## src/rtl/fetch_unit_if.sv

```systemverilog
// Handshake bundles around the fetch stage: scheduler -> fetch, fetch <-> I-cache, fetch -> decode.
// In each bundle the master modport is the side that drives the valid signal.

interface fetch_sched_if #(
    parameter int NW_W        = 2,
    parameter int NUM_THREADS = 4,
    parameter int XLEN        = 32,
    parameter int UUID_WIDTH  = 44
);
    logic                   sched_valid;
    logic                   sched_ready;
    logic [NW_W-1:0]        sched_wid;
    logic [NUM_THREADS-1:0] sched_tmask;
    logic [XLEN-1:0]        sched_pc;
    logic [UUID_WIDTH-1:0]  sched_uuid;

    modport master (output sched_valid, sched_wid, sched_tmask, sched_pc, sched_uuid,
                    input  sched_ready);
    modport slave  (input  sched_valid, sched_wid, sched_tmask, sched_pc, sched_uuid,
                    output sched_ready);
endinterface

interface fetch_icache_if #(
    parameter int NW_W        = 2,
    parameter int XLEN        = 32,
    parameter int INSTR_WIDTH = 32
);
    logic                   icache_req_valid;
    logic                   icache_req_ready;
    logic [XLEN-3:0]        icache_req_addr;
    logic [NW_W-1:0]        icache_req_tag;
    logic                   icache_rsp_valid;
    logic                   icache_rsp_ready;
    logic [NW_W-1:0]        icache_rsp_tag;
    logic [INSTR_WIDTH-1:0] icache_rsp_data;

    modport master (output icache_req_valid, icache_req_addr, icache_req_tag, icache_rsp_ready,
                    input  icache_req_ready, icache_rsp_valid, icache_rsp_tag, icache_rsp_data);
    modport slave  (input  icache_req_valid, icache_req_addr, icache_req_tag, icache_rsp_ready,
                    output icache_req_ready, icache_rsp_valid, icache_rsp_tag, icache_rsp_data);
endinterface

interface fetch_decode_if #(
    parameter int NW_W        = 2,
    parameter int NUM_THREADS = 4,
    parameter int XLEN        = 32,
    parameter int UUID_WIDTH  = 44,
    parameter int INSTR_WIDTH = 32
);
    logic                   fetch_valid;
    logic                   fetch_ready;
    logic [NW_W-1:0]        fetch_wid;
    logic [NUM_THREADS-1:0] fetch_tmask;
    logic [XLEN-1:0]        fetch_pc;
    logic [UUID_WIDTH-1:0]  fetch_uuid;
    logic [INSTR_WIDTH-1:0] fetch_instr;

    modport master (output fetch_valid, fetch_wid, fetch_tmask, fetch_pc, fetch_uuid, fetch_instr,
                    input  fetch_ready);
    modport slave  (input  fetch_valid, fetch_wid, fetch_tmask, fetch_pc, fetch_uuid, fetch_instr,
                    output fetch_ready);
endinterface

```

## src/rtl/fetch_unit.sv

```systemverilog
// Instruction fetch stage: one I-cache read per scheduled warp, metadata joined with the returned word.
// Optional FETCH_PERF_EN adds saturating stall/fetch performance counters.

module fetch_unit #(
    parameter int NUM_WARPS   = 4,
    parameter int NUM_THREADS = 4,
    parameter int XLEN        = 32,
    parameter int UUID_WIDTH  = 44,
    parameter int INSTR_WIDTH = 32
) (
    input  logic                 clk,
    input  logic                 reset,
    fetch_sched_if.slave         sched,
    fetch_icache_if.master       icache,
    fetch_decode_if.master       fetch,
    output logic [NUM_WARPS-1:0] pending_mask,
    output logic                 err_unexpected_rsp,
    output logic                 busy
`ifdef FETCH_PERF_EN
    ,
    output logic [63:0]          perf_stall_cycles,
    output logic [63:0]          perf_fetches
`endif
);
    localparam int NW_W = (NUM_WARPS > 1) ? $clog2(NUM_WARPS) : 1;

    typedef struct packed {
        logic [UUID_WIDTH-1:0]  uuid;
        logic [NW_W-1:0]        wid;
        logic [NUM_THREADS-1:0] tmask;
        logic [XLEN-1:0]        pc;
        logic [INSTR_WIDTH-1:0] instr;
    } entry_t;

    logic [NUM_WARPS-1:0]   pending_r;
    logic                   err_r;
    logic [1:0]             count_r;
    entry_t                 head_r;
    entry_t                 tail_r;
    logic [NUM_THREADS-1:0] meta_tmask_r [NUM_WARPS];
    logic [XLEN-1:0]        meta_pc_r    [NUM_WARPS];
    logic [UUID_WIDTH-1:0]  meta_uuid_r  [NUM_WARPS];

    logic                   blocked_s;
    logic                   req_fire_s;
    logic                   ready_in_s;
    logic                   rsp_fire_s;
    logic                   rsp_hit_s;
    logic                   push_s;
    logic                   pop_s;
    logic [NUM_WARPS-1:0]   set_mask_s;
    logic [NUM_WARPS-1:0]   clr_mask_s;
    entry_t                 new_entry_s;

    // Request/response handshakes and pending-mask update masks
    always_comb begin
        blocked_s  = pending_r[sched.sched_wid];
        req_fire_s = sched.sched_valid & icache.icache_req_ready & ~blocked_s;
        ready_in_s = (count_r != 2'd2);
        rsp_fire_s = icache.icache_rsp_valid & ready_in_s;
        rsp_hit_s  = pending_r[icache.icache_rsp_tag];
        push_s     = rsp_fire_s & rsp_hit_s;
        pop_s      = (count_r != 2'd0) & fetch.fetch_ready;

        sched.sched_ready       = icache.icache_req_ready & ~blocked_s;
        icache.icache_req_valid = sched.sched_valid & ~blocked_s;
        icache.icache_req_addr  = sched.sched_pc[XLEN-1:2];
        icache.icache_req_tag   = sched.sched_wid;
        icache.icache_rsp_ready = ready_in_s;

        for (int w = 0; w < NUM_WARPS; w++) begin
            set_mask_s[w] = req_fire_s && (sched.sched_wid == NW_W'(w));
            clr_mask_s[w] = push_s && (icache.icache_rsp_tag == NW_W'(w));
        end

        new_entry_s.uuid  = meta_uuid_r[icache.icache_rsp_tag];
        new_entry_s.wid   = icache.icache_rsp_tag;
        new_entry_s.tmask = meta_tmask_r[icache.icache_rsp_tag];
        new_entry_s.pc    = meta_pc_r[icache.icache_rsp_tag];
        new_entry_s.instr = icache.icache_rsp_data;
    end

    // Pending bits, sticky error flag and output-buffer occupancy
    always_ff @(posedge clk) begin
        if (reset) begin
            pending_r <= {NUM_WARPS{1'b0}};
            err_r     <= 1'b0;
            count_r   <= 2'd0;
        end else begin
            pending_r <= (pending_r & ~clr_mask_s) | set_mask_s;
            if (rsp_fire_s && !rsp_hit_s) begin
                err_r <= 1'b1;
            end
            case ({push_s, pop_s})
                2'b10:   count_r <= count_r + 2'd1;
                2'b01:   count_r <= count_r - 2'd1;
                default: count_r <= count_r;
            endcase
        end
    end

    // Output buffer data; head_r always holds the oldest entry so fetch_* is registered
    always_ff @(posedge clk) begin
        case ({push_s, pop_s})
            2'b10: begin
                if (count_r == 2'd0) head_r <= new_entry_s;
                else                 tail_r <= new_entry_s;
            end
            2'b01: head_r <= tail_r;
            2'b11: begin
                if (count_r == 2'd1) begin
                    head_r <= new_entry_s;
                end else begin
                    head_r <= tail_r;
                    tail_r <= new_entry_s;
                end
            end
            default: begin
            end
        endcase
    end

    // Per-warp metadata captured at request time; deliberately not reset
    always_ff @(posedge clk) begin
        if (req_fire_s) begin
            meta_tmask_r[sched.sched_wid] <= sched.sched_tmask;
            meta_pc_r[sched.sched_wid]    <= sched.sched_pc;
            meta_uuid_r[sched.sched_wid]  <= sched.sched_uuid;
        end
    end

    assign fetch.fetch_valid = (count_r != 2'd0);
    assign fetch.fetch_wid   = head_r.wid;
    assign fetch.fetch_tmask = head_r.tmask;
    assign fetch.fetch_pc    = head_r.pc;
    assign fetch.fetch_uuid  = head_r.uuid;
    assign fetch.fetch_instr = head_r.instr;

    assign pending_mask       = pending_r;
    assign err_unexpected_rsp = err_r;
    assign busy               = (|pending_r) | (count_r != 2'd0);

`ifdef FETCH_PERF_EN
    logic [63:0] perf_stall_r;
    logic [63:0] perf_fetch_r;

    // Saturating performance counters
    always_ff @(posedge clk) begin
        if (reset) begin
            perf_stall_r <= 64'd0;
            perf_fetch_r <= 64'd0;
        end else begin
            if (sched.sched_valid && !sched.sched_ready && !(&perf_stall_r)) begin
                perf_stall_r <= perf_stall_r + 64'd1;
            end
            if (pop_s && !(&perf_fetch_r)) begin
                perf_fetch_r <= perf_fetch_r + 64'd1;
            end
        end
    end

    assign perf_stall_cycles = perf_stall_r;
    assign perf_fetches      = perf_fetch_r;
`endif

endmodule

```

## src/flat_wrapper.sv

```systemverilog
// flat-port wrapper written by rule: the top's interface ports become plain ports
module fetch_unit_flat 
#(
    parameter int NUM_WARPS   = 4,
    parameter int NUM_THREADS = 4,
    parameter int XLEN        = 32,
    parameter int UUID_WIDTH  = 44,
    parameter int INSTR_WIDTH = 32
)
  (clk, reset, pending_mask, err_unexpected_rsp, busy, sched_sched_valid, sched_sched_wid, sched_sched_tmask, sched_sched_pc, sched_sched_uuid, sched_sched_ready, icache_icache_req_valid, icache_icache_req_addr, icache_icache_req_tag, icache_icache_rsp_ready, icache_icache_req_ready, icache_icache_rsp_valid, icache_icache_rsp_tag, icache_icache_rsp_data, fetch_fetch_valid, fetch_fetch_wid, fetch_fetch_tmask, fetch_fetch_pc, fetch_fetch_uuid, fetch_fetch_instr, fetch_fetch_ready);
  fetch_sched_if #(.NW_W((2)), .NUM_THREADS(NUM_THREADS), .XLEN(XLEN), .UUID_WIDTH(UUID_WIDTH)) sched_i ();
  fetch_icache_if #(.NW_W((2)), .XLEN(XLEN), .INSTR_WIDTH(INSTR_WIDTH)) icache_i ();
  fetch_decode_if #(.NW_W((2)), .NUM_THREADS(NUM_THREADS), .XLEN(XLEN), .UUID_WIDTH(UUID_WIDTH), .INSTR_WIDTH(INSTR_WIDTH)) fetch_i ();
  input  logic clk;
  input  logic reset;
  output logic [NUM_WARPS-1:0] pending_mask;
  output logic err_unexpected_rsp;
  output logic busy;
  input wire logic [$bits(sched_i.sched_valid)-1:0] sched_sched_valid;
  input wire logic [$bits(sched_i.sched_wid)-1:0] sched_sched_wid;
  input wire logic [$bits(sched_i.sched_tmask)-1:0] sched_sched_tmask;
  input wire logic [$bits(sched_i.sched_pc)-1:0] sched_sched_pc;
  input wire logic [$bits(sched_i.sched_uuid)-1:0] sched_sched_uuid;
  output wire logic [$bits(sched_i.sched_ready)-1:0] sched_sched_ready;
  output wire logic [$bits(icache_i.icache_req_valid)-1:0] icache_icache_req_valid;
  output wire logic [$bits(icache_i.icache_req_addr)-1:0] icache_icache_req_addr;
  output wire logic [$bits(icache_i.icache_req_tag)-1:0] icache_icache_req_tag;
  output wire logic [$bits(icache_i.icache_rsp_ready)-1:0] icache_icache_rsp_ready;
  input wire logic [$bits(icache_i.icache_req_ready)-1:0] icache_icache_req_ready;
  input wire logic [$bits(icache_i.icache_rsp_valid)-1:0] icache_icache_rsp_valid;
  input wire logic [$bits(icache_i.icache_rsp_tag)-1:0] icache_icache_rsp_tag;
  input wire logic [$bits(icache_i.icache_rsp_data)-1:0] icache_icache_rsp_data;
  output wire logic [$bits(fetch_i.fetch_valid)-1:0] fetch_fetch_valid;
  output wire logic [$bits(fetch_i.fetch_wid)-1:0] fetch_fetch_wid;
  output wire logic [$bits(fetch_i.fetch_tmask)-1:0] fetch_fetch_tmask;
  output wire logic [$bits(fetch_i.fetch_pc)-1:0] fetch_fetch_pc;
  output wire logic [$bits(fetch_i.fetch_uuid)-1:0] fetch_fetch_uuid;
  output wire logic [$bits(fetch_i.fetch_instr)-1:0] fetch_fetch_instr;
  input wire logic [$bits(fetch_i.fetch_ready)-1:0] fetch_fetch_ready;
  assign sched_i.sched_valid = sched_sched_valid;
  assign sched_i.sched_wid = sched_sched_wid;
  assign sched_i.sched_tmask = sched_sched_tmask;
  assign sched_i.sched_pc = sched_sched_pc;
  assign sched_i.sched_uuid = sched_sched_uuid;
  assign sched_sched_ready = sched_i.sched_ready;
  assign icache_icache_req_valid = icache_i.icache_req_valid;
  assign icache_icache_req_addr = icache_i.icache_req_addr;
  assign icache_icache_req_tag = icache_i.icache_req_tag;
  assign icache_icache_rsp_ready = icache_i.icache_rsp_ready;
  assign icache_i.icache_req_ready = icache_icache_req_ready;
  assign icache_i.icache_rsp_valid = icache_icache_rsp_valid;
  assign icache_i.icache_rsp_tag = icache_icache_rsp_tag;
  assign icache_i.icache_rsp_data = icache_icache_rsp_data;
  assign fetch_fetch_valid = fetch_i.fetch_valid;
  assign fetch_fetch_wid = fetch_i.fetch_wid;
  assign fetch_fetch_tmask = fetch_i.fetch_tmask;
  assign fetch_fetch_pc = fetch_i.fetch_pc;
  assign fetch_fetch_uuid = fetch_i.fetch_uuid;
  assign fetch_fetch_instr = fetch_i.fetch_instr;
  assign fetch_i.fetch_ready = fetch_fetch_ready;
  fetch_unit #(.NUM_WARPS(NUM_WARPS), .NUM_THREADS(NUM_THREADS), .XLEN(XLEN), .UUID_WIDTH(UUID_WIDTH), .INSTR_WIDTH(INSTR_WIDTH)) u_core (.clk(clk), .reset(reset), .sched(sched_i), .icache(icache_i), .fetch(fetch_i), .pending_mask(pending_mask), .err_unexpected_rsp(err_unexpected_rsp), .busy(busy));
endmodule
```

## config.mk

```make
export PLATFORM = sky130hd
export DESIGN_NAME = fetch_unit_flat
export DESIGN_NICKNAME = d
export VERILOG_FILES = /design/src/rtl/fetch_unit_if.sv /design/src/rtl/fetch_unit.sv /design/src/flat_wrapper.sv
export SDC_FILE = /design/constraint.sdc
export NUM_CORES = 1
export LEC_CHECK = 0
export BUFFER_PORTS_ARGS = -buffer_cell sky130_fd_sc_hd__clkbuf_2
export CAP_MARGIN = 10
export CORE_ASPECT_RATIO = 0.6
export CORE_MARGIN = 3
export CORE_UTILIZATION = 40
export CTS_CLUSTER_DIAMETER = 80
export DETAILED_ROUTE_END_ITERATION = 10
export PLACE_DENSITY = 0.63
export SLEW_MARGIN = 20
export SYNTH_ARGS = -nofsm -noshare
export SYNTH_HDL_FRONTEND = slang
export SYNTH_SLANG_ARGS = --single-unit
```

## constraint.sdc

```tcl
create_clock -name clk -period 14.1 [get_ports clk]
set_input_delay 2.82 -clock clk [delete_from_list [all_inputs] [get_ports clk]]
set_output_delay 2.82 -clock clk [all_outputs]
set_load 0.02 [all_outputs]
```

# Word level (Yosys, flattened, before mapping)
# Memory sizes are Yosys's and may differ from the RTL's.
# Cells that the tools add are included.
op_classes:
  n_eq_ne: 14
  bitwise_logic: 12
  addsub: 2
  muxes: 13
  reduce_logical: 20
  order_cmp: 2
op_table:
  columns: ["operator", "count"]
  rows:
  - ["114-bit 2-to-1 mux", 4]
  - ["114-bit case mux with 3 select lines", 1]
  - ["114-bit case mux with 2 select lines", 1]
  - ["2-bit == test, second input constant", 6]
  - ["1-bit logical AND", 9]
  - ["2-bit by 1-bit == test with 1-bit output, second input constant", 4]
  - ["1-bit bitwise AND", 7]
  - ["2-bit zero test", 3]
  - ["2-bit by 3-bit less-than comparator with 1-bit output, second input constant", 2]
  - ["2-bit != test, second input constant", 3]
  - ["2-bit nonzero test", 3]
  - ["4-bit bitwise AND", 1]
  - ["1-bit binary-select mux with 2-bit select", 2]
  - ["1-bit 2-to-1 mux", 4]
  - ["4-bit NOT", 1]
  - ["4-bit bitwise OR", 1]
  - ["2-bit case mux with 2 select lines", 1]
  - ["4-bit OR reduction", 1]
  - ["3-bit AND reduction", 1]
  - ["3-bit nonzero test", 1]
  - ["2-bit by 1-bit adder with 2-bit output, second input constant", 1]
  - ["2-bit by 1-bit != test with 1-bit output, second input constant", 1]
  - ["2-bit AND reduction", 1]
  - ["2-bit by 1-bit subtractor with 2-bit output, second input constant", 1]
  - ["other kinds (3)", 3]
word_totals:
  out_inout_bits: 156
  wordCells: 79
  ff_bits: 235
  n_memories: 3
  mem_bits_rw: 320
mem_list:
  columns: ["memory", "words", "width", "read_ports", "rd_clocked_by_memory_dff", "write_ports", "line_no", "rtl"]
  rows:
  - ["u_core.meta_uuid_r", 4, 44, 1, 0, 1, "fetch_unit.sv:42", "logic [UUID_WIDTH-1:0] meta_uuid_r [NUM_WARPS];"]
  - ["u_core.meta_pc_r", 4, 32, 1, 0, 1, "fetch_unit.sv:41", "logic [XLEN-1:0] meta_pc_r [NUM_WARPS];"]
  - ["u_core.meta_tmask_r", 4, 4, 1, 0, 1, "fetch_unit.sv:40", "logic [NUM_THREADS-1:0] meta_tmask_r [NUM_WARPS];"]

# Longest topological paths before layout
# Gate-level depths: netlist of run 1.
depth:
  word_depth: 7
  ltp_mapped: 12
  mapped_depth_nobuf: 9

# Worst setup path before layout of run 1
# Ideal clock, no wire load.
synth_timing:
  kind: "input -> register"
  from: "input port sched_sched_wid[0]"
  to: "register u_core.pending_r[2], in the netlist u_core.pending_mask[2]"
  t_arrival_ps: 12123
  required_time_ps: 14005
  path_stages: 2
  setup_time_ps: 95
  setup_slack_ps: 1881
  path_buffers: 0
  cell_sequence: "nor4b_1 o21ba_2"
synth_via:
  elab_chain_len: 6
  elab_cells_between_ends: 7
  classes_between: "eq/ne: 1; mux: 2; bitwise: 3; reduce/logical: 1"
synth_lines:
  columns: ["element", "line_no", "rtl"]
  rows:
  - ["start: declaration", "flat_wrapper.sv:20", "input wire logic [$bits(sched_i.sched_wid)-1:0] sched_sched_wid;"]
  - ["1-bit binary-select mux with 2-bit select", "fetch_unit.sv:57", "blocked_s = pending_r[sched.sched_wid];"]
  - ["1-bit 2-to-1 mux (not written as such)", "fetch_unit.sv:57", null]
  - ["1-bit NOT", "fetch_unit.sv:58", "req_fire_s = sched.sched_valid & icache.icache_req_ready & ~blocked_s;"]
  - ["1-bit bitwise AND", "fetch_unit.sv:58", null]
  - ["1-bit logical AND (*)", "fetch_unit.sv:72", "set_mask_s[w] = req_fire_s && (sched.sched_wid == NW_W'(w));"]
  - ["4-bit bitwise OR (*)", "fetch_unit.sv:90", "pending_r <= (pending_r & ~clr_mask_s) | set_mask_s;"]
  - ["end signal: assignment", "fetch_unit.sv:86", "pending_r <= {NUM_WARPS{1'b0}};"]
  - ["end signal: assignment", "fetch_unit.sv:90", null]
  - ["end: declaration", "fetch_unit.sv:35", "logic [NUM_WARPS-1:0] pending_r;"]
# Every way passes the cells marked *; elsewhere a longest branch is shown, timed or not. The select of a mux whose other input is x is not followed.
# A chain may end at the register's enable or synchronous reset.

# Final worst setup path of run 1
layout_timing:
  from: "input port sched_sched_wid[0]"
  to: "output port sched_sched_ready"
layout_via:
  elab_chain_len: 4
layout_lines:
  columns: ["element", "line_no", "rtl"]
  rows:
  - ["1-bit binary-select mux with 2-bit select", "fetch_unit.sv:57", null]
  - ["1-bit 2-to-1 mux (not written as such)", "fetch_unit.sv:57", null]
  - ["1-bit NOT", "fetch_unit.sv:65", "sched.sched_ready = icache.icache_req_ready & ~blocked_s;"]
  - ["1-bit bitwise AND", "fetch_unit.sv:65", null]
  - ["end: declaration", "flat_wrapper.sv:24", "output wire logic [$bits(sched_i.sched_ready)-1:0] sched_sched_ready;"]
# Every way passes these cells. The select of a mux whose other input is x is not followed.

==> flow_metrics.py, run 1 <==
metrics = {
    "cts": {
        "clk_pin_slew_ns": 0.07,
        "cts_resized": 0,
        "insertion_delay_ns": 0.57,
        "cts.sinks": 555,
        "cts_max_level": 2,
        "root_buffer": "clkbuf_16",
        "cts_buffers": 52,
        "clock_path_buffers": 3,
        "hold_buffers": 0,
        "cts_tree": "done",
        "post-cts-setup-buffers": 0,
    },
    "sta": {
        "min_period_ns": 6.66,
        "period_share_pct": 47.2,
        "setup_viol": 0,
        "hold_viol": 0,
        "max_freq_mhz": 150,
        "clock-skew-final_ns": 0.0168,
        "slew_headroom_pct": 30.9,
        "finalMaxSlewViolations": 0,
        "rsz0062_at_grt": "false",
        "tns_ns": 0,
        "tightest_slew_ns": 1.04,
    },
    "critical_path": {
        "r2r_cells": 10,
        "path_delay_family": "multiplexers",
        "crit_arrival_ns": 3.84,
        "path_buf_inv": 2,
        "start_kind": "input pin",
        "critPathKind": "in2out",
        "reg2reg_slack_ns": 10.74,
        "end_kind": "primary output",
        "slowest_delay_ns": 0.55,
        "path_cells": "clkbuf_2 -> mux4_2 -> nor2b_1 -> clkbuf_2",
        "critPathMaxFanout": 5,
        "rr_startpoint": "u_core.count_r[0]",
        "cp_slowest_cell": "mux4_2",
        "r2r_end": "u_core.fetch.fetch_uuid[25]",
        "crit_top_cell": "clkbuf_2",
        "crit_required_ns": 11.28,
        "cp-startpoint": "sched_sched_wid[0]",
    },
    "pwr": {
        "power_per_cell_area_nw_per_um2": 159,
        "leakagePower_nw": 8.33,
        "p_total_w": 0.00378,
        "peakVddDrop_v": 0.0000831,
    },
    "routing": {
        "first_pass_iters": 7,
        "routed_wl_mm": 40.3,
        "dr_wl_met3_mm": 2.39,
        "wire_per_inst_um": 21.6,
        "drcViolationCount": 0,
        "via_per_inst": 5.07,
        "top_layer": "met5",
        "wirelength_met1_mm": 17.7,
        "vias": 9468,
        "drt_iter0_markers": 672,
        "wl_met2_mm": 19.5,
        "ant_nets": 0,
    },
    "synth": {
        "synthCells": 878,
        "synth-seq-area-share_pct": 81.6,
        "ys_ff_latch": 555,
        "async_flop_share_pct": 0,
        "ys_warn_count": 0,
        "ys_types": 32,
        "syn-cell-area_um2": 20300,
        "syn_area_per_cell_um2": 23.2,
        "syn_nets": 1006,
        "synth-edff-count": 548,
        "yosys_most_used_dff": "edfxtp_1",
    },
    "die": {
        "die_area_um2": 53700,
        "core-area_um2": 49800,
        "chipHeight_um": 181,
        "die_x_um": 297,
        "start_util_pct": 40.8,
        "io_pins": 278,
        "rows": 63,
    },
    "final_layout": {
        "final_util_pct": 47.8,
        "nets": 1275,
        "drive_gt1_share_pct": 38.9,
        "fill_cells": 4132,
        "syn2layout_area_growth_pct": 17.1,
        "diodes": 0,
    },
    "min_path": {
        "worstHoldStart": "u_core.err_unexpected_rsp",
        "holdPathEnd": "u_core.err_unexpected_rsp",
        "hold_depth": 1,
        "hold_path_class": "reg2reg",
    },
    "placement": {
        "place_hpwl_mm": 22.6,
        "routabilityCongestion": 0.718,
        "io_buffer_count": 277,
    },
    "run_status": {
        "status": "finished clean",
    },
    "grt": {
        "grt_pass1_wl_mm": 61.8,
        "grt_pass1_vias": 9959,
        "track_usage_pct": 15.0,
        "overflow": 0,
        "antenna_found_initial": 3,
        "grt_max_degree": 66,
    },
    "job": {
        "drv_cap": 0,
    },
}
==> where the power goes <==
part	internal (W)	leakage, nW	switching [W]
clock	0.000760	0.805	0.000575
combinational	0.000150	2.49	0.000302
sequential	0.00196	5.04	0.0000327
total	0.00287	8.33	0.000911
==> cell usage after synthesis (2+ instances only) <==
library cell | instances | share of area (%)
a21oi_1 | 2 | 0.049
a22o_1 | 114 | 4.9
nand2_1 | 6 | 0.11
o21ai_0 | 2 | 0.049
buf_1 | 3 | 0.055
buf_2 | 24 | 0.59
inv_2 | 2 | 0.037
buf_12 | 7 | 0.69
clkbuf_1 | 9 | 0.17
o21ba_2 | 4 | 0.20
nor4_1 | 2 | 0.062
edfxtp_1 | 548 | 81
ha_1 | 6 | 0.37
dfxtp_1 | 7 | 0.69
inv_1 | 6 | 0.11
xor2_1 | 2 | 0.086
o31a_1 | 2 | 0.086
mux4_2 | 82 | 9.1
o21a_1 | 2 | 0.074
nor2_1 | 3 | 0.055
buf_4 | 32 | 1.2
nor2b_1 | 3 | 0.092
==> sequential cells by signal, summed over array words and instances, names as in the netlist <==
name	flops
u_core.count_r	2
u_core.err_unexpected_rsp	1
u_core.fetch.fetch_instr	32
u_core.fetch.fetch_pc	32
u_core.fetch.fetch_tmask	4
u_core.fetch.fetch_uuid	44
u_core.fetch.fetch_wid	2
u_core.meta_pc_r	128
u_core.meta_tmask_r	16
u_core.meta_uuid_r	176
u_core.pending_mask	4
u_core.tail_r	114
==> final cells by class <==
class	count	area [µm²]	area share, %
flip-flops and latches	555	16600	69.7
well taps	682	853	3.58
clock buffers	65	1410	5.92
clock inverters	26	213	0.893
inverters	8	32.5	0.137
multi-input cells	239	3210	13.5
repair buffers	291	1500	6.30
==> cells by family after synthesis <==
logic type | share of synthesized area [%]
flops | 81.6
compound gates | 5.44
buf+inv | 2.88
mux | 9.08
simple gates | 0.554
fa+ha+maj | 0.369
xor+xnor | 0.0861
==> cells in the final DEF, fill, tap and decap left out, types with 2 or more instances in the layout <==
cell and n:
buf_4 15, nand2_1 5, o31a_1 2, o21ba_2 4, clkinv_1 11, inv_2 2, clkbuf_8 6, inv_1 5
a22o_1 114, dfxtp_1 7, o21ai_0 2, nor2_1 3, edfxtp_1 548, ha_1 6, xor2_1 2, clkinv_2 9
clkbuf_16 52, clkbuf_1 7, mux4_2 82, bufinv_16 3, nor2b_1 3, clkbuf_2 275
==> through the flow <==
stage          worst slack (ns)  hold slack, ns  cell area (µm²)  cells
3_5_place_dp               7.47           0.484            22200   1775
3_3_place_gp               7.48           0.472            22200   1775
4_1_cts                    7.44           0.500            23800   1866
6_report                   7.44           0.491            23800   1866
2_1_floorplan              1.88           0.479            20300    878
5_1_grt                    7.39           0.515            23800   1866
==> worst register-to-register path, delay by kind of cell (launching register included) <==
family                     cells  cell delay, ns
adders and majority gates      2            0.56
DFF                            1            0.38
AOI/OAI and AO/OA              2            0.91
buffers and inverters          4            1.07
and+or+nand+nor                2            0.30
==> metal layers <==
layer / vias up / global-route usage [%]
met5: - / 0
met4: 6 / 3.43
met3: 56 / 3.67
met2: 237 / 24.4
met1: 4941 / 20.5
li1: 4228 / -
==> how the worst max path moves through the flow <==
stage,cells after the start,end
final,4,sched_sched_ready
after global routing,4,sched_sched_ready
after CTS,4,icache_icache_req_valid
after detailed placement,4,icache_icache_req_valid
after global placement,4,sched_sched_ready
after floorplan,2,u_core.pending_mask[2]
No activity file was read; power rests on OpenSTA's default activity.
==> inputs of run 2 (changes only) <==
--- a/config.mk
+++ b/config.mk
@@ -12,7 +12,7 @@
 export CORE_UTILIZATION = 40
 export CTS_CLUSTER_DIAMETER = 80
 export DETAILED_ROUTE_END_ITERATION = 10
-export PLACE_DENSITY = 0.63
+export PLACE_DENSITY = 0.65
 export SLEW_MARGIN = 20
 export SYNTH_ARGS = -nofsm -noshare
 export SYNTH_HDL_FRONTEND = slang
==> constraint.sdc (replaced) <==
create_clock -name clk -period 5.6 [get_ports clk]
set_input_delay 1.12 -clock clk [delete_from_list [all_inputs] [get_ports clk]]
set_output_delay 1.12 -clock clk [all_outputs]
set_load 0.02 [all_outputs]
==> run 2 against run 1 <==
  * Count of clock-buffer cells in the layout grew 2
  * Largest power group unchanged
  * Clock skew is essentially flat
  * Critical path depth grew 4
  * Global-route usage grew 0.11 points
  * Setup slack lost 5.4 ns
  * Register-to-register slack lost 8.2 ns
  * Combinational power grew to 2.6 times the previous value
==> flow_metrics.py, run 2 (synthesis gave the netlist of run 1 again) <==
metrics = {
    "routing": {
        "ant_nets": 0,
        "vias": 9556,
        "via_per_inst": 5.10,
        "drcViolationCount": 0,
        "drt_iter0_markers": 679,
        "routed_wl_mm": 40.7,
        "first_pass_iters": 5,
        "wire_per_inst_um": 21.7,
    },
    "final_layout": {
        "largest_register_ffs": 176,
        "fin_cells": 1874,
        "fill_cells": 4119,
        "syn2layout_area_growth_pct": 17.3,
        "final_common_cell": "edfxtp_1",
        "biggestRegsByFlops": "u_core.meta_uuid_r: 176 flops, u_core.meta_pc_r: 128 flops, u_core.tail_r: 114 flops",
        "nets": 1279,
        "regMostFlops": "u_core.meta_uuid_r",
        "most-common-layout-cells": "edfxtp_1 (548), clkbuf_2 (275), a22o_1 (114)",
        "drive_gt1_share_pct": 38.9,
        "final_util_pct": 47.9,
    },
    "sta": {
        "tns_ns": 0,
        "hold_viol": 0,
        "min_period_ns": 3.58,
        "max_freq_mhz": 279,
        "clock-skew-final_ns": 0.0166,
        "setup_viol": 0,
        "hold-worst-slack_ns": 0.505,
        "tightest_slew_ns": 0.930,
        "finalMaxSlewViolations": 0,
        "rsz0062_at_grt": "false",
        "slew_headroom_pct": 38.0,
        "period_share_pct": 64.0,
    },
    "critical_path": {
        "start_kind": "input pin",
        "critPathKind": "in2reg",
        "crit_required_ns": 5.91,
        "path_cells": "buf_6 -> mux4_2 -> and3_1 -> ha_1 -> nand2_1 -> nand2_4 -> buf_4 -> a22o_1",
        "end_kind": "register",
        "crit_arrival_ns": 3.90,
        "cp-startpoint": "icache_icache_rsp_tag[0]",
        "cp_slowest_cell": "mux4_2",
        "slowest_delay_ns": 0.57,
        "critPathMaxFanout": 57,
        "path_buf_inv": 2,
        "path_delay_family": "simple AND/OR/NAND/NOR gates",
        "rr_startpoint": "u_core.pending_mask[0]",
    },
    "pwr": {
        "p_total_w": 0.00951,
        "clkPwrFrac_pct": 35.1,
        "leakagePower_nw": 8.33,
        "seqPwrFrac_pct": 52.7,
        "switchingPower_w": 0.00232,
        "p_int_w": 0.00719,
        "peakVddDrop_v": 0.000204,
        "power.share.switching_pct": 24.4,
        "power_frac_comb_pct": 12.2,
        "power_per_cell_area_nw_per_um2": 398,
    },
    "placement": {
        "io_buffer_count": 277,
        "place_hpwl_mm": 23.9,
        "routabilityCongestion": 0.738,
        "dp.cells": 1780,
    },
    "cts": {
        "cts_tree": "done",
        "root_buffer": "clkbuf_16",
        "cts_buffers": 51,
        "cts_max_level": 2,
        "clock_path_buffers": 3,
        "insertion_delay_ns": 0.56,
        "post-cts-setup-buffers": 0,
        "clk_pin_slew_ns": 0.07,
        "cts.sinks": 555,
        "hold_buffers": 0,
        "cts_resized": 0,
    },
    "grt": {
        "antenna_found_initial": 3,
        "overflow": 0,
        "grt_pass1_wl_mm": 61.9,
        "track_usage_pct": 15.1,
        "grt_max_degree": 82,
        "grt_pass1_vias": 10100,
    },
    "die": {
        "io_pins": 278,
        "die_area_um2": 53700,
        "chipHeight_um": 181,
        "start_util_pct": 40.8,
        "die_x_um": 297,
        "rows": 63,
        "core-area_um2": 49800,
    },
    "min_path": {
        "worstHoldStart": "u_core.err_unexpected_rsp",
        "hold_path_class": "reg2reg",
    },
    "job": {
        "drv_cap": 0,
    },
    "run_status": {
        "status": "finished clean",
    },
}
-- run 2: layout make-up --
class                           instances  area [µm²]  area share (%)
Tap cell                              682         853            3.58
Clock inverter                         25         206           0.865
Sequential cell                       555       16600            69.5
Inverter                                8        32.5           0.136
Clock buffer                           67        1380            5.78
Multi-Input combinational cell        239        3230            13.5
Antenna cell                            2        5.00          0.0210
Timing Repair Buffer                  296        1560            6.55
-- run 2: stage by stage --
stage	worst slack [ns]	cell area (µm²)
final	2.02	23900
after global routing	1.80	23900
after CTS	1.97	23900
after detailed placement	1.37	22300
after global placement	1.41	22300
after floorplan	0.699	20400
-- run 2: power by group through the flow --
stage                     Combinational, W  Clock (W)  Sequential [W]
after floorplan                   0.000550          0         0.00532
after global placement             0.00117          0         0.00511
after detailed placement           0.00119          0         0.00511
after CTS                          0.00119    0.00343         0.00502
after global routing               0.00126    0.00361         0.00504
final                              0.00116    0.00334         0.00502
-- run 2: worst paths after layout --
path                             endpoint  slack (ns)  cells after the start
min             u_core.err_unexpected_rsp        0.50                      1
max reg2reg  u_core.fetch.fetch_instr[24]        2.56                      7
min reg2reg     u_core.err_unexpected_rsp        0.50                      1
max          u_core.fetch.fetch_instr[24]        2.02                      8
-- run 2: metal layers --
layer,share of wire (%),global-route usage [%],routed length (µm)
met2,48,24.3,19400
met3,6.0,3.50,2430
met4,1.7,3.32,691
met1,44,21.1,18100
met5,0.079,0,32
==> inputs of run 3 (changes only) <==
--- a/config.mk
+++ b/config.mk
@@ -12,7 +12,7 @@
 export CORE_UTILIZATION = 40
 export CTS_CLUSTER_DIAMETER = 80
 export DETAILED_ROUTE_END_ITERATION = 10
-export PLACE_DENSITY = 0.65
+export PLACE_DENSITY = 0.63
 export SLEW_MARGIN = 20
 export SYNTH_ARGS = -nofsm -noshare
 export SYNTH_HDL_FRONTEND = slang
==> constraint.sdc (replaced) <==
create_clock -name clk -period 3.7 [get_ports clk]
set_input_delay 0.74 -clock clk [delete_from_list [all_inputs] [get_ports clk]]
set_output_delay 0.74 -clock clk [all_outputs]
set_load 0.02 [all_outputs]
==> run 3 against run 2 <==
  * Cell count up 0.16%
  * Critical path type is now reg2reg
  * Worst hold slack worse by 0.14 ns
  * Combinational power up 58%
  * Sequential power up 51%
  * Setup slack worse by 1.0 ns
  * Largest cell class unchanged
==> flow_metrics.py, run 3 (synthesis gave the netlist of run 1 again) <==
metrics = {
    "final_layout": {
        "final_common_cell": "edfxtp_1",
        "drive_gt1_share_pct": 39.1,
        "regMostFlops": "u_core.meta_uuid_r",
        "biggestRegsByFlops": "u_core.meta_uuid_r: 176 flops, u_core.meta_pc_r: 128 flops, u_core.tail_r: 114 flops",
        "most-common-layout-cells": "edfxtp_1 (548), clkbuf_2 (275), a22o_1 (114)",
        "fin_cells": 1877,
        "nets": 1287,
        "largest_register_ffs": 176,
        "fin_area_um2": 24100,
        "syn2layout_area_growth_pct": 18.4,
    },
    "routing": {
        "drcViolationCount": 0,
        "wirelength_met1_mm": 17.9,
        "top_layer": "met5",
        "routed_wl_mm": 41.1,
        "ant_nets": 0,
        "wl_met2_mm": 20.1,
        "dr_wl_met3_mm": 2.27,
        "drt_iter0_markers": 624,
        "via_per_inst": 5.11,
        "first_pass_iters": 4,
        "wire_per_inst_um": 21.9,
        "vias": 9599,
    },
    "cts": {
        "hold_buffers": 0,
        "clk_pin_slew_ns": 0.06,
        "root_buffer": "clkbuf_16",
        "cts.sinks": 555,
        "post-cts-setup-buffers": 0,
        "insertion_delay_ns": 0.56,
        "clock_path_buffers": 3,
        "cts_resized": 0,
        "cts_tree": "done",
        "cts_max_level": 2,
        "cts_buffers": 50,
    },
    "critical_path": {
        "end_kind": "register",
        "reg2reg_slack_ns": 0.98,
        "crit_required_ns": 4.02,
        "crit_arrival_ns": 3.04,
        "critPathKind": "reg2reg",
        "start_kind": "register",
        "critPathMaxFanout": 41,
    },
    "pwr": {
        "seqPwrFrac_pct": 52.6,
        "leakagePower_nw": 8.40,
        "power_frac_comb_pct": 12.7,
        "switchingPower_w": 0.00348,
        "peakVddDrop_v": 0.000448,
        "clkPwrFrac_pct": 34.7,
        "power_per_cell_area_nw_per_um2": 598,
        "p_int_w": 0.0109,
        "power.share.switching_pct": 24.2,
    },
    "sta": {
        "setup_viol": 0,
        "period_share_pct": 73.5,
        "tns_ns": 0,
        "clock-skew-final_ns": 0.0188,
        "rsz0062_at_grt": "false",
        "min_period_ns": 2.72,
        "tightest_slew_ns": 1.03,
        "hold_viol": 0,
        "finalMaxSlewViolations": 0,
        "max_freq_mhz": 368,
        "slew_headroom_pct": 31.2,
    },
    "die": {
        "io_pins": 278,
        "chipHeight_um": 181,
        "rows": 63,
        "start_util_pct": 40.8,
        "die_area_um2": 53700,
        "die_x_um": 297,
        "core-area_um2": 49800,
    },
    "run_status": {
        "status": "finished clean",
    },
    "grt": {
        "antenna_found_initial": 4,
        "grt_pass1_vias": 10100,
        "overflow": 0,
        "track_usage_pct": 15.3,
        "grt_max_degree": 102,
        "grt_pass1_wl_mm": 63.0,
    },
    "job": {
        "drv_cap": 0,
    },
    "placement": {
        "place_hpwl_mm": 23.4,
        "io_buffer_count": 277,
        "routabilityCongestion": 0.713,
        "dp.cells": 1789,
        "dpl-instance-area_um2": 22500,
    },
    "min_path": {
        "hold_path_class": "in2reg",
    },
}
[run 3: cell types whose count changed in the layout (fill, tap and decap cells not counted), sizes merged]
cell	change
clkbuf	-5
clkinvlp	-2
bufinv	+2
buf	+9
diode	-1
[run 3: layout make-up]
class / instances / area [µm²]
antenna: 1 / 2.50
clock buffer: 62 / 1300
clock inverter: 25 / 256
fill: 4166 / 25700
inverter: 8 / 32.5
multi-input combinational: 239 / 3260
sequential: 555 / 16600
tap: 682 / 853
timing repair buffer: 305 / 1780
[run 3: worst paths after layout]
kind                                                  from                           to  cells after the start
worst min-delay path            icache_icache_rsp_data[29]            u_core.tail_r[29]                      1
worst min register to register   u_core.err_unexpected_rsp    u_core.err_unexpected_rsp                      1
worst max register to register      u_core.pending_mask[3]  u_core.fetch.fetch_uuid[17]                      7
worst max-delay path                u_core.pending_mask[3]  u_core.fetch.fetch_uuid[17]                      7
[run 3: power groups by stage]
stage	Combinational, W	Sequential (W)	Clock [W]
finish	0.00183	0.00758	0.00499
global route	0.00198	0.00761	0.00542
CTS	0.00188	0.00759	0.00516
detailed placement	0.00188	0.00772	0
global placement	0.00184	0.00771	0
floorplan	0.000835	0.00803	0
[run 3: metrics by stage]
step	hold WS, ns	util (%)	power [W]	worst slack (ns)
finish	0.368	48.3	0.0144	0.980
global route	0.335	48.3	0.0150	0.769
CTS	0.331	48.3	0.0146	0.943
detailed placement	0.476	45.2	0.00959	0.534
global placement	0.476	45.2	0.00956	0.547
floorplan	0.479	-	0.00887	-0.439
[run 3: critical path, stage by stage (launching register included)]
cell     delay [ns]
dfxtp_1        0.40
mux4_2         0.52
and3_4         0.18
ha_1           0.25
nor2b_1        0.17
o21a_4         0.36
buf_12         0.27
a22o_1         0.26
[run 3: routing by layer]
layer / global-route usage [%] / vias to the layer above
li1: - / 4251
met1: 20.8 / 5045
met2: 25.2 / 232
met3: 3.67 / 65
met4: 3.59 / 6
met5: 0 / -
